===== src/rtl/nonce_collector_if.sv =====
// Bundles the core-hit inputs, the queue pop and the queue head outputs of
// nonce_collector. The master side drives hits and pops; the slave side is the collector.
interface nonce_collector_if #(
    parameter int NUM_CORES  = 4,
    parameter int FIFO_DEPTH = 4,
    parameter int ID_W       = (NUM_CORES > 1) ? $clog2(NUM_CORES) : 1
);
    localparam int CNT_W = $clog2(FIFO_DEPTH) + 1;

    logic [NUM_CORES-1:0]    match;
    logic [32*NUM_CORES-1:0] nonce_in;
    logic                    pop;
    logic [31:0]             nonce_out;
    logic [ID_W-1:0]         core_out;
    logic                    nonce_valid;
    logic [CNT_W-1:0]        fifo_count;
    logic [7:0]              drop_count;

    modport master (
        output match, nonce_in, pop,
        input  nonce_out, core_out, nonce_valid, fifo_count, drop_count
    );

    modport slave (
        input  match, nonce_in, pop,
        output nonce_out, core_out, nonce_valid, fifo_count, drop_count
    );
endinterface


===== src/rtl/nonce_collector.sv =====
// Golden-nonce collector: per-core holding registers, a round-robin arbiter
// and a small result queue. A hit is lost only when a core hits again while
// its previous hit is still waiting; each such loss bumps a saturating counter.
module nonce_collector #(
    parameter int NUM_CORES  = 4,
    parameter int FIFO_DEPTH = 4,
    parameter int ID_W       = (NUM_CORES > 1) ? $clog2(NUM_CORES) : 1
) (
    input logic              clk,
    input logic              reset,
    nonce_collector_if.slave bus
);
    localparam int PTR_W = $clog2(FIFO_DEPTH);
    localparam int CNT_W = $clog2(FIFO_DEPTH) + 1;
    localparam int NDR_W = $clog2(NUM_CORES + 1);

    typedef struct packed {
        logic [ID_W-1:0] id;
        logic [31:0]     nonce;
    } entry_t;

    // Holding stage
    logic [NUM_CORES-1:0] pend_q, pend_d;
    logic [31:0]          hold_q [NUM_CORES];
    logic [31:0]          hold_d [NUM_CORES];
    logic [NDR_W-1:0]     n_drop;

    // Arbiter
    logic [ID_W-1:0]      last_grant_q, last_grant_d;
    logic                 grant_valid;
    logic [ID_W-1:0]      grant_idx;

    // Queue
    entry_t               mem_q [FIFO_DEPTH];
    logic [PTR_W-1:0]     wr_ptr_q, wr_ptr_d;
    logic [PTR_W-1:0]     rd_ptr_q, rd_ptr_d;
    logic [CNT_W-1:0]     count_q, count_d;
    entry_t               head_q, head_d;
    entry_t               push_data;
    logic                 pop_eff;

    logic [7:0]           drop_q, drop_d;
    logic [8:0]           drop_sum;

    // Round-robin pick: first pending core scanning upward from last_grant+1;
    // nothing is granted while the queue is full.
    // NOTE: combinational blocks give every output a default first so no path leaves a latch.
    always_comb begin
        int unsigned cand;
        grant_valid = 1'b0;
        grant_idx   = '0;
        cand        = 0;
        if (count_q < CNT_W'(FIFO_DEPTH)) begin
            for (int k = 1; k <= NUM_CORES; k++) begin
                cand = (int'(last_grant_q) + k) % NUM_CORES;
                if (!grant_valid && pend_q[cand]) begin
                    grant_valid = 1'b1;
                    grant_idx   = ID_W'(cand);
                end
            end
        end
        last_grant_d = grant_valid ? grant_idx : last_grant_q;
    end

    // Per-core hold/pending update; a hit arriving while the core is being
    // granted refills the holder instead of being dropped.
    // NOTE: combinational logic uses blocking (=) assignments; the flops below use non-blocking (<=).
    always_comb begin
        pend_d = pend_q;
        hold_d = hold_q;
        n_drop = '0;
        for (int i = 0; i < NUM_CORES; i++) begin
            if (bus.match[i]) begin
                if (!pend_q[i] || (grant_valid && grant_idx == ID_W'(i))) begin
                    hold_d[i] = bus.nonce_in[32*i +: 32];
                    pend_d[i] = 1'b1;
                end else begin
                    n_drop = n_drop + NDR_W'(1);
                end
            end else if (grant_valid && grant_idx == ID_W'(i)) begin
                pend_d[i] = 1'b0;
            end
        end
        drop_sum = 9'(drop_q) + 9'(n_drop);
        drop_d   = (drop_sum > 9'd255) ? 8'hFF : drop_sum[7:0];
    end

    // Queue pointers, occupancy and the registered head. The head register
    // keeps its last value once the queue drains.
    always_comb begin
        push_data.id    = grant_idx;
        push_data.nonce = hold_q[grant_idx];
        pop_eff  = bus.pop && (count_q != '0);
        wr_ptr_d = grant_valid ? wr_ptr_q + PTR_W'(1) : wr_ptr_q;
        rd_ptr_d = pop_eff ? rd_ptr_q + PTR_W'(1) : rd_ptr_q;
        count_d  = count_q + CNT_W'(grant_valid) - CNT_W'(pop_eff);
        head_d   = head_q;
        if (count_d != '0) begin
            if (grant_valid && (wr_ptr_q == rd_ptr_d)) begin
                head_d = push_data;
            end else begin
                head_d = mem_q[rd_ptr_d];
            end
        end
    end

    // Control state with synchronous reset; queued and pending hits are discarded.
    always_ff @(posedge clk) begin
        if (reset) begin
            pend_q       <= '0;
            last_grant_q <= ID_W'(NUM_CORES - 1);
            wr_ptr_q     <= '0;
            rd_ptr_q     <= '0;
            count_q      <= '0;
            head_q       <= '0;
            drop_q       <= '0;
        end else begin
            pend_q       <= pend_d;
            last_grant_q <= last_grant_d;
            wr_ptr_q     <= wr_ptr_d;
            rd_ptr_q     <= rd_ptr_d;
            count_q      <= count_d;
            head_q       <= head_d;
            drop_q       <= drop_d;
        end
    end

    // Data storage for holders and queue slots.
    // NOTE: storage arrays are not reset; pend/count gate every read so stale contents never surface.
    always_ff @(posedge clk) begin
        hold_q <= hold_d;
        if (grant_valid) begin
            mem_q[wr_ptr_q] <= push_data;
        end
    end

    assign bus.nonce_out   = head_q.nonce;
    assign bus.core_out    = head_q.id;
    assign bus.nonce_valid = (count_q != '0);
    assign bus.fifo_count  = count_q;
    assign bus.drop_count  = drop_q;
endmodule

===== src/flat_wrapper.sv =====
// flat-port wrapper written by rule: the top's interface ports become plain ports
module nonce_collector_flat 
#(
    parameter int NUM_CORES  = 4,
    parameter int FIFO_DEPTH = 4,
    parameter int ID_W       = (NUM_CORES > 1) ? $clog2(NUM_CORES) : 1
)
  (clk, reset, bus_match, bus_nonce_in, bus_pop, bus_nonce_out, bus_core_out, bus_nonce_valid, bus_fifo_count, bus_drop_count);
  nonce_collector_if #(.NUM_CORES(NUM_CORES), .FIFO_DEPTH(FIFO_DEPTH), .ID_W(ID_W)) bus_i ();
  input logic clk;
  input logic reset;
  input wire logic [$bits(bus_i.match)-1:0] bus_match;
  input wire logic [$bits(bus_i.nonce_in)-1:0] bus_nonce_in;
  input wire logic [$bits(bus_i.pop)-1:0] bus_pop;
  output wire logic [$bits(bus_i.nonce_out)-1:0] bus_nonce_out;
  output wire logic [$bits(bus_i.core_out)-1:0] bus_core_out;
  output wire logic [$bits(bus_i.nonce_valid)-1:0] bus_nonce_valid;
  output wire logic [$bits(bus_i.fifo_count)-1:0] bus_fifo_count;
  output wire logic [$bits(bus_i.drop_count)-1:0] bus_drop_count;
  assign bus_i.match = bus_match;
  assign bus_i.nonce_in = bus_nonce_in;
  assign bus_i.pop = bus_pop;
  assign bus_nonce_out = bus_i.nonce_out;
  assign bus_core_out = bus_i.core_out;
  assign bus_nonce_valid = bus_i.nonce_valid;
  assign bus_fifo_count = bus_i.fifo_count;
  assign bus_drop_count = bus_i.drop_count;
  nonce_collector #(.NUM_CORES(NUM_CORES), .FIFO_DEPTH(FIFO_DEPTH), .ID_W(ID_W)) u_core (.clk(clk), .reset(reset), .bus(bus_i));
endmodule

===== config.mk =====
export PLATFORM = sky130hd
export DESIGN_NAME = nonce_collector_flat
export DESIGN_NICKNAME = d
export VERILOG_FILES = /design/src/rtl/nonce_collector_if.sv /design/src/rtl/nonce_collector.sv /design/src/flat_wrapper.sv
export SDC_FILE = /design/constraint.sdc
export NUM_CORES = 1
export LEC_CHECK = 0
export ABC_AREA = 1
export CAP_MARGIN = 40
export CELL_PAD_IN_SITES_DETAIL_PLACEMENT = 0
export CELL_PAD_IN_SITES_GLOBAL_PLACEMENT = 1
export CORE_MARGIN = 5
export CORE_UTILIZATION = 39
export DETAILED_ROUTE_END_ITERATION = 8
export GPL_TIMING_DRIVEN = 0
export PLACE_DENSITY_LB_ADDON = 0.1
export SYNTH_ARGS = -nofsm -noshare
export SYNTH_HDL_FRONTEND = slang
export SYNTH_SLANG_ARGS = --single-unit

===== constraint.sdc =====
create_clock -name clk -period 3.5 [get_ports clk]
set_input_delay 0.525 -clock clk [delete_from_list [all_inputs] [get_ports clk]]
set_output_delay 0.525 -clock clk [all_outputs]
set_load 0.01 [all_outputs]

# After elaboration in Yosys (flattened, before gate mapping)
# Memories as Yosys holds them, arrays and structs flattened. A register that Yosys moved wholly into a read port is not among the register bits.
# Index checks and enable logic that the tools add are counted.
dict set report op_classes {
  add_sub_neg 12
  n_lt_le_gt_ge 7
  n_eq_ne 7
  mux 48
  n_bitwise 5
  reduce_logical 38
}
# operator n
set ops {}
lappend ops {{32-bit by 3-bit < comparator with 1-bit output (second input constant)} 4}
lappend ops {{32-bit binary-select mux with 2-bit select} 1}
lappend ops {{32-bit two-way mux} 2}
lappend ops {{1-bit two-way mux} 27}
lappend ops {{3-bit two-way mux} 7}
lappend ops {{2-bit AND reduction} 8}
lappend ops {{2-bit two-way mux} 6}
lappend ops {{3-bit by 1-bit adder with 3-bit output (second input constant)} 3}
lappend ops {{8-bit by 3-bit adder with 9-bit output} 1}
lappend ops {{9-bit by 8-bit > comparator with 1-bit output (second input constant)} 1}
lappend ops {{2-bit by 1-bit adder with 2-bit output (second input constant)} 4}
lappend ops {{1-bit binary-select mux with 2-bit select} 4}
lappend ops {{1-bit logical AND} 8}
lappend ops {{8-bit two-way mux} 1}
lappend ops {{2-bit by 1-bit != test with 1-bit output (second input constant)} 4}
lappend ops {{2-bit nonzero test} 4}
lappend ops {{2-bit OR reduction} 4}
lappend ops {{1-bit logical NOT} 7}
lappend ops {{3-bit nonzero test} 2}
lappend ops {{2-bit adder (second input constant)} 2}
lappend ops {{1-bit AND (first input constant)} 4}
lappend ops {{2-bit equality test (second input constant)} 2}
lappend ops {{1-bit logical OR} 4}
lappend ops {{3-bit by 1-bit adder with 3-bit output} 1}
lappend ops {{6 further kinds} 6}
dict set report totals {
  regBits 149
  mem_bits_rw 136
  out_inout_bits 46
  elab_cells 131
  memories 1
}
# memory depth width read_ports rd_ports_with_merged_regs write_ports line_no
set mem_list {}
lappend mem_list {u_core.mem_q 4 34 1 1 1 nonce_collector.sv:34} ;# entry_t mem_q [FIFO_DEPTH];

# Depth between registers and ports, before layout
# Gate-level depths: netlist of the first run.
dict set report depth {
  depth_word 36
  depth_mapped 36
  ltp_nobuf 35
}

# Worst setup path after synthesis of the first run
# OpenSTA, ideal clock, no wires.
dict set report synth_path {
  path_kind {register -> register}
  from {register u_core.last_grant_q[1]}
  to {register u_core.drop_q[5], in the netlist u_core.bus.drop_count[5]}
  setup_time_ns 0.115
  arrival_time_ns 3.698
  required_time_ns 3.385
  setup_slack_ns -0.314
  path_stages_with_launch 36
  period_less_slack_ns 3.814
  path_cell_list {dfxtp_1 -> inv_2 -> nand2_1 -> nand2_2 -> nand2_1 -> nand2_1 -> nor2_2 -> nand3_2 -> nand2_4 -> buf_6 -> nor2_1 -> nand2_1 -> nand3_1 -> inv_1 -> nand2_2 -> nand2_1 -> inv_1 -> ha_1 -> inv_1 -> nand2_1 -> nand2_1 -> inv_1 -> ha_1 -> nand2_1 -> xor2_1 -> ha_1 -> inv_1 -> nor2_1 -> o21ai_0 -> nor2_1 -> nand2_1 -> nor2_1 -> nand2_1 -> o21ai_0 -> o21ai_0 -> inv_1}
}
dict set report synth_via {
  elab_chain_cells 34
}
# item line_no
set synth_lines {}
lappend synth_lines {{start, declared} nonce_collector.sv:29} ;# logic [ID_W-1:0] last_grant_q, last_grant_d;
lappend synth_lines {{start signal, assigned} nonce_collector.sv:111} ;# last_grant_q <= ID_W'(NUM_CORES - 1);
lappend synth_lines {{start signal, assigned} nonce_collector.sv:119} ;# last_grant_q <= last_grant_d;
lappend synth_lines {{2-bit by 1-bit adder with 2-bit output} nonce_collector.sv:55} ;# cand = (int'(last_grant_q) + k) % NUM_CORES;
lappend synth_lines {{1-bit binary-select mux with 2-bit select} nonce_collector.sv:56} ;# if (!grant_valid && pend_q[cand]) begin
lappend synth_lines {{1-bit two-way mux (implied by the code)} nonce_collector.sv:56}
lappend synth_lines {{1-bit two-way mux} nonce_collector.sv:56}
lappend synth_lines {{1-bit two-way mux} nonce_collector.sv:53} ;# if (count_q < CNT_W'(FIFO_DEPTH)) begin
lappend synth_lines {{1-bit logical NOT} nonce_collector.sv:56}
lappend synth_lines {{1-bit logical AND} nonce_collector.sv:56}
lappend synth_lines {{1-bit two-way mux} nonce_collector.sv:56}
lappend synth_lines {{(+18 left out)} --}
lappend synth_lines {{3-bit two-way mux} nonce_collector.sv:74} ;# if (!pend_q[i] || (grant_valid && grant_idx == ID_W'(i))) begin
lappend synth_lines {{3-bit two-way mux} nonce_collector.sv:73} ;# if (bus.match[i]) begin
lappend synth_lines {{3-bit by 1-bit adder with 3-bit output} nonce_collector.sv:78} ;# n_drop = n_drop + NDR_W'(1);
lappend synth_lines {{3-bit two-way mux} nonce_collector.sv:74}
lappend synth_lines {{3-bit two-way mux (*)} nonce_collector.sv:73}
lappend synth_lines {{8-bit by 3-bit adder with 9-bit output (*)} nonce_collector.sv:84} ;# drop_sum = 9'(drop_q) + 9'(n_drop);
lappend synth_lines {{9-bit by 8-bit > comparator with 1-bit output} nonce_collector.sv:85} ;# drop_d = (drop_sum > 9'd255) ? 8'hFF : drop_sum[7:0];
lappend synth_lines {{8-bit two-way mux (*)} nonce_collector.sv:85}
lappend synth_lines {{end signal, assigned} nonce_collector.sv:124} ;# drop_q <= drop_d;
lappend synth_lines {{end, declared} nonce_collector.sv:42} ;# logic [7:0] drop_q, drop_d;
# Mark *: on every way between the ends. The rest lies on a longest branch, timed or not. The select of a mux whose other input is x is not followed.
# A chain may end at the register's enable or synchronous reset.

# Final worst setup path of the first run
dict set report layout_path {
  from {register u_core.last_grant_q[0]}
  to {register u_core.drop_q[1], in the netlist u_core.bus.drop_count[1]}
}
# The elaborated chain is that of the path after synthesis.

==> reports/qor.csv, run 1 <==
stage,metric,value,unit
place,port buffer count,180,
synthesis,syn nets,1302,
critical_path,Critical path origin,u_core.last_grant_q[0]$_SDFFE_PP1P_,
synthesis,Mapped Area,13100,sq um
die,I/O pin count,181,
min_path,Hold Crit Class,flip-flop to flip-flop,
cells_and_area,"most common cell after layout, fill and taps aside",edfxtp_1,
timing,unrepaired setup endpoints after global routing,true,
synthesis,Yosys reg bits,319,
timing,Fin. Hold Viols,0,
drt,routed wire length,38.6,mm
synthesis,register area share after synthesis,69.1,%
status,status,finished with violations,
pwr,maximum vdd drop,0.550,mV
synthesis,"Top FF cell, synth",edfxtp_1,
critical_path,Worst Path Max Fanout,5,
timing,Worst Clk Skew,0.0158,ns
drt,Avg Vias per Cell,4.96,
clocking,hold buffer count at cts,0,
critical_path,cells on worst reg2reg path,33,
pwr,PwrDens,1180,nW/um^2
drt,DR vias,9352,
clocking,clock root buffer,clkbuf_16,
timing,final setup vio count,8,
critical_path,Crit-path slowest cell,dfxtp_4,
timing,Final min period,3.71,ns
synthesis,post-synth cell types,39,
die,Die ar.,37300,sq um
die,Row Count,67,
critical_path,Worst path most repeated cell,nand2_2,
drt,Starting DRT DRC Count,603,
drt,# DRC,0,
cells_and_area,"Area growth, synth to finish",33.3,%
clocking,Clock transition at path regs,0.06,ns
drt,number of routed nets with antenna violations,0,
grt,met3 usage,4.29,%
synthesis,Syn Inst Count,1154,
place,Area after DPL,15700,sq um
grt,GRT Total Usage,20.5,%
die,die height,193,um
timing,Final period util,106,%
critical_path,Setup Crit Path Kind,flip-flop to flip-flop,
place,Final GP Congestion,0.799,
clocking,number of H-tree levels,2,
critical_path,worst endpoint data arrival time,4.15,ns
critical_path,worst reg2reg startpoint,u_core.last_grant_q[0]$_SDFFE_PP1P_,
grt,vias in the first global route,9373,
synthesis,Mean Syn Cell Area,11.3,sq um
timing,Slew HR,47.7,%
die,Core Area,33300,sq um
timing,Final TNS setup,-1.54,ns
grt,met2 Usage GRT,31.9,%
critical_path,Max stage delay on crit path,0.38,ns
critical_path,CP startpoint kind,flip-flop,
drt,total iterations of the first detailed-routing run,4,
grt,first-pass GRT wire length,57.4,mm
critical_path,R2R Setup Slk,-0.21,ns
die,Die Wd,193,um
min_path,hold path depth,2,
cells_and_area,most frequent cells in the layout,"edfxtp_1, nor2_1, clkdlybuf4s50_1, nand2_1, o21ai_0",
cells_and_area,# fillers,2924,
place,DP HPWL,27.2,mm
synthesis,"EDFF count, synth",264,
synthesis,yosys warns,0,
timing,Max Fclk,0.269,GHz
critical_path,reg-to-reg endpoint,u_core.bus.drop_count[1]$_SDFF_PP0_,
grt,initial antenna violation count,6,
status,violated checks,negative setup slack,
grt,largest net degree at the start of global routing,26,
synthesis,"FFs w/ async S/R, synth",0,%
grt,GR Overflow Total,0,
timing,final setup margin,-0.214,ns
critical_path,CP Capture Type,flip-flop,
clocking,Clock Latency Late Sink,0.52,ns
pwr,LEAKAGE,0.00637,uW
cells_and_area,nets@finish,1556,
run,Max Cap Viol,0,
timing,Worst Tran Pin Value,0.784,ns
clocking,CTS tree,built,
clocking,clk sinks,319,
timing,fin. max-slew vios,0,
min_path,Worst Hold Path EP,u_core.bus.nonce_out[9]$_SDFFE_PP0P_,
cells_and_area,share of cells above drive strength 1,16.6,%
grt,GR peak layer,met2,
die,starting density of the core,39.2,%
critical_path,CP Data Required Time,3.94,ns
clocking,cts bufs inserted,35,
cells_and_area,final instance area,17400,sq um
clocking,CTS Buffer Depth,3,
drt,WL per Instance,20.5,um
min_path,hold path startpoint,u_core.bus.nonce_out[9]$_SDFFE_PP0P_,
grt,M1 GR Usage,30.1,%
-- what timing repair did --
item                       CTS  global route
setup endpoints to repair   42            42
gates resized for setup     67            52
cloned                       0             1
setup buffers               22             6
pin swaps                   39            20
-- worst max path at each step --
stage | cells past startpoint | end | slack (ns)
final | 33 | u_core.bus.drop_count[1]$_SDFF_PP0_ | -0.21
after global routing | 34 | u_core.bus.drop_count[3]$_SDFF_PP0_ | -0.49
after CTS | 34 | u_core.bus.drop_count[7]$_SDFF_PP0_ | -0.25
after detailed placement | 35 | u_core.bus.drop_count[5]$_SDFF_PP0_ | -1.01
after global placement | 12 | u_core.hold_q[124]$_DFFE_PP_ | -1.14
after floorplan | 35 | u_core.bus.drop_count[5]$_SDFF_PP0_ | -0.22
-- metrics by stage --
| stage | total power, uW | std cells | hold WS [ns] | worst slack, ns | util [%] |
|---|---|---|---|---|---|
| floorplan | 12400 | 1154 | 0.490 | -0.223 | - |
| global route | 22000 | 1883 | 0.499 | -0.485 | 52.3 |
| detailed placement | 16300 | 1790 | 0.460 | -1.01 | 47.1 |
| CTS | 20400 | 1875 | 0.470 | -0.250 | 51.7 |
| finish | 20600 | 1884 | 0.465 | -0.214 | 52.3 |
| global placement | 16000 | 1782 | 0.457 | -1.14 | 46.4 |
-- per-layer routing --
metal	part of all wire [%]	routed length (um)
met2	46	17800
met1	46	17800
met3	6.0	2310
met5	0.14	54
met4	1.6	629
-- worst max-delay path, delay by kind of cell, from the launching register on --
kind	cells	cell delay, ns
and+or+nand+nor	19	1.55
buffers and inverters	8	0.69
AOI/OAI and AO/OA	2	0.18
adders and majority gates	3	0.68
xor gates and xnor gates	1	0.16
DFF	1	0.38
-- cell usage after synthesis, types with 2 or more instances --
library cell  number  area (sq um)
a21oi_1           62           310
a21oi_2            2          17.5
buf_1              2          7.51
buf_2             11          55.1
buf_4              8          60.1
buf_6             10           113
clkbuf_1          30           113
dfxtp_1           55          1100
edfxtp_1         264          7930
fa_1               2          40.0
ha_1              11           138
inv_1             44           165
inv_2              7          26.3
nand2_1          137           514
nand2_2           10          62.6
nand3_1           33           165
nand4_1            2          12.5
nor2_1           234           878
nor2_2             2          12.5
nor3_1             2          10.0
o211ai_1           2          15.0
o21ai_0          109           546
o21ai_1           50           250
o21ai_2           13           114
o221ai_1           5          43.8
o22ai_1           29           181
xnor2_1            2          17.5
xor2_1             5          43.8
-- cell families after synthesis --
family,count (synthesis),share of synthesized area [%]
AO/OA/AOI/OAI,277,11.6
XOR/XNOR,8,0.594
adder cells (fa/ha/maj),13,1.36
buffers and inverters,113,4.24
flip-flops,319,69.1
AND/OR/NAND/NOR,424,13.1
-- sequential cells by signal (all words and copies together), names as in the netlist --
| name | flops |
|---|---|
| u_core.mem_q | 136 |
| u_core.hold_q | 128 |
| u_core.bus.nonce_out | 32 |
| u_core.bus.drop_count | 8 |
| u_core.pend_q | 4 |
| u_core.bus.fifo_count | 3 |
| u_core.bus.core_out | 2 |
| u_core.last_grant_q | 2 |
| u_core.rd_ptr_q | 2 |
| u_core.wr_ptr_q | 2 |
-- where the power goes --
group / internal, uW / switching (uW) / total, uW
Combinational: 3490 / 6820 / 10300
Clock: 2180 / 1470 / 3650
Sequential: 6260 / 376 / 6630
-- area by class of cell --
cell class | count | area [sq um] | share of cell area [%]
Sequential cell | 319 | 9040 | 51.9
Multi-Input combinational cell | 722 | 3830 | 22.0
Timing Repair Buffer | 217 | 2220 | 12.7
Clock buffer | 40 | 915 | 5.25
Tap cell | 448 | 561 | 3.22
Buffer | 62 | 428 | 2.46
Clock inverter | 23 | 218 | 1.25
Inverter | 51 | 206 | 1.19
Antenna cell | 2 | 5.00 | 0.0287
No activity file was read; power rests on OpenSTA's default activity.
==> inputs of run 2 (changes only) <==
Settings changed: SETUP_SLACK_MARGIN from default to 0.5.
==> reports/qor.csv, run 2 (same netlist as run 1, synthesis figures left out) <==
stage,metric,value,unit
status,status,finished with violations,
status,violated checks,negative setup slack,
critical_path,Worst Path Max Fanout,8,
timing,fin. max-slew vios,0,
clocking,clk sinks,319,
timing,final setup vio count,8,
grt,initial antenna violation count,5,
clocking,Clock Latency Late Sink,0.52,ns
die,die height,193,um
clocking,number of H-tree levels,2,
timing,Final period util,108,%
drt,routed wire length,39.6,mm
critical_path,Critical Path End,u_core.bus.drop_count[6]$_SDFF_PP0_,
cells_and_area,most frequent cells in the layout,"edfxtp_1, nor2_1, clkdlybuf4s50_1, nand2_1, o21ai_0",
critical_path,Buf/Inv on CP,10,
timing,Max Fclk,0.265,GHz
cells_and_area,nets@finish,1575,
clocking,CTS tree,built,
drt,WL per Instance,20.8,um
place,port buffer count,180,
clocking,hold buffer count at cts,0,
critical_path,worst endpoint data arrival time,4.16,ns
timing,Worst Tran Pin Value,0.898,ns
timing,final setup margin,-0.269,ns
cells_and_area,final instance area,18200,sq um
place,DP HPWL,27.2,mm
grt,GRT Total Usage,21.3,%
place,Final GP Congestion,0.810,
grt,first-pass GRT wire length,58.8,mm
critical_path,reg-to-reg endpoint,u_core.bus.drop_count[6]$_SDFF_PP0_,
drt,Starting DRT DRC Count,604,
drt,total iterations of the first detailed-routing run,5,
critical_path,Worst path most repeated cell,nand2_4,
cells_and_area,"most common cell after layout, fill and taps aside",edfxtp_1,
critical_path,CP startpoint kind,flip-flop,
critical_path,Levels on crit path,35,
timing,Fin. Hold Viols,0,
die,Die Wd,193,um
run,Max Cap Viol,0,
timing,Worst Clk Skew,0.0181,ns
drt,number of routed nets with antenna violations,0,
die,starting density of the core,39.2,%
timing,Slew HR,40.1,%
die,Row Count,67,
critical_path,Crit-path slowest cell,dfxtp_2,
die,Die ar.,37300,sq um
clocking,clock root buffer,clkbuf_16,
drt,# DRC,0,
critical_path,Max stage delay on crit path,0.35,ns
grt,largest net degree at the start of global routing,27,
die,I/O pin count,181,
clocking,CTS Buffer Depth,3,
critical_path,cell family contributing the most delay on the critical path,simple AND/OR/NAND/NOR gates,
clocking,cts bufs inserted,35,
timing,unrepaired setup endpoints after global routing,true,
critical_path,Critical path origin,u_core.last_grant_q[0]$_SDFFE_PP1P_,
grt,GR Overflow Total,0,
critical_path,CP Capture Type,flip-flop,
critical_path,CP Data Required Time,3.89,ns
critical_path,cells on worst reg2reg path,35,
grt,vias in the first global route,9680,
drt,Avg Vias per Cell,4.97,
critical_path,R2R Setup Slk,-0.27,ns
drt,DR vias,9463,
clocking,Clock transition at path regs,0.06,ns
timing,Final min period,3.77,ns
min_path,Hold Crit Class,flip-flop to flip-flop,
die,Core Area,33300,sq um
place,Area after DPL,15700,sq um
critical_path,Setup Crit Path Kind,flip-flop to flip-flop,
critical_path,worst reg2reg startpoint,u_core.last_grant_q[0]$_SDFFE_PP1P_,
cells_and_area,share of cells above drive strength 1,22.1,%
cells_and_area,Largest Register,u_core.mem_q,
cells_and_area,max reg flops,136,
cells_and_area,"Area growth, synth to finish",39.4,%
run 2: cell types whose count changed in the layout (fill, tap and decap cells not counted), moves of 9 or more:
cell       delta
o21ai_0      -10
a21oi_1      -27
clkbuf_16    +10
nor2_1       -11
a21oi_2      +22
nand2_4      +16
o21ai_2       +9
run 2: timing repair:
item                       CTS  global route
pin swaps                   83            34
resized for setup          196            49
buffers inserted            34             9
cloned                       5             0
setup endpoints to repair   42            46
run 2: layout make-up:
type,instances,area [sq um]
Fill cell,2854,15100
Tap cell,448,561
Buffer,62,502
Clock inverter,15,168
Antenna cell,2,5.00
Clock buffer,49,980
Multi-Input combinational cell,722,4230
Timing Repair Buffer,236,2500
Sequential cell,319,9040
Inverter,51,216
run 2: worst min-delay path by stage:
stage	start	endpoint	slack, ns	cells after the start
after global routing	u_core.bus.nonce_out[31]$_SDFFE_PP0P_	u_core.bus.nonce_out[31]$_SDFFE_PP0P_	0.48	2
after CTS	u_core.bus.nonce_out[11]$_SDFFE_PP0P_	u_core.bus.nonce_out[11]$_SDFFE_PP0P_	0.46	2
final	u_core.bus.nonce_out[31]$_SDFFE_PP0P_	u_core.bus.nonce_out[31]$_SDFFE_PP0P_	0.46	2
after floorplan	u_core.pend_q[0]$_SDFFE_PP0P_	u_core.pend_q[0]$_SDFFE_PP0P_	0.49	2
after global placement	u_core.bus.nonce_out[2]$_SDFFE_PP0P_	u_core.bus.nonce_out[2]$_SDFFE_PP0P_	0.46	2
after detailed placement	u_core.bus.nonce_out[2]$_SDFFE_PP0P_	u_core.bus.nonce_out[2]$_SDFFE_PP0P_	0.46	2
run 2: per-stage QoR:
stage,TNS (ns),instances,util (%),hold slack [ns],setup slack [ns]
floorplan,-1.22,1154,-,0.490,-0.223
global placement,-169.37,1782,46.4,0.458,-1.09
detailed placement,-22.10,1790,47.1,0.458,-1.01
CTS,-1.22,1893,53.8,0.465,-0.238
global route,-3.41,1902,54.7,0.483,-0.491
finish,-1.54,1904,54.7,0.463,-0.269
run 2: routing by layer:
metal	track usage (%)	routed length [um]	up-vias	part of all wire, %
met5	0	65	-	0.16
met3	5.15	2640	67	6.7
met2	33.2	18300	266	46
met1	29.9	17700	4523	45
met4	6.24	1000	10	2.5
li1	-	-	4597	-
run 2: worst min-delay path: stages, from the launching register on:
cell and delay [ns]:
dfxtp_1 0.31, nand2_1 0.06, a21oi_1 0.05
Power of run 2 is left out: the tool's default activity adds up to more than one toggle a clock period on the data nets, which glitch-free logic cannot reach.
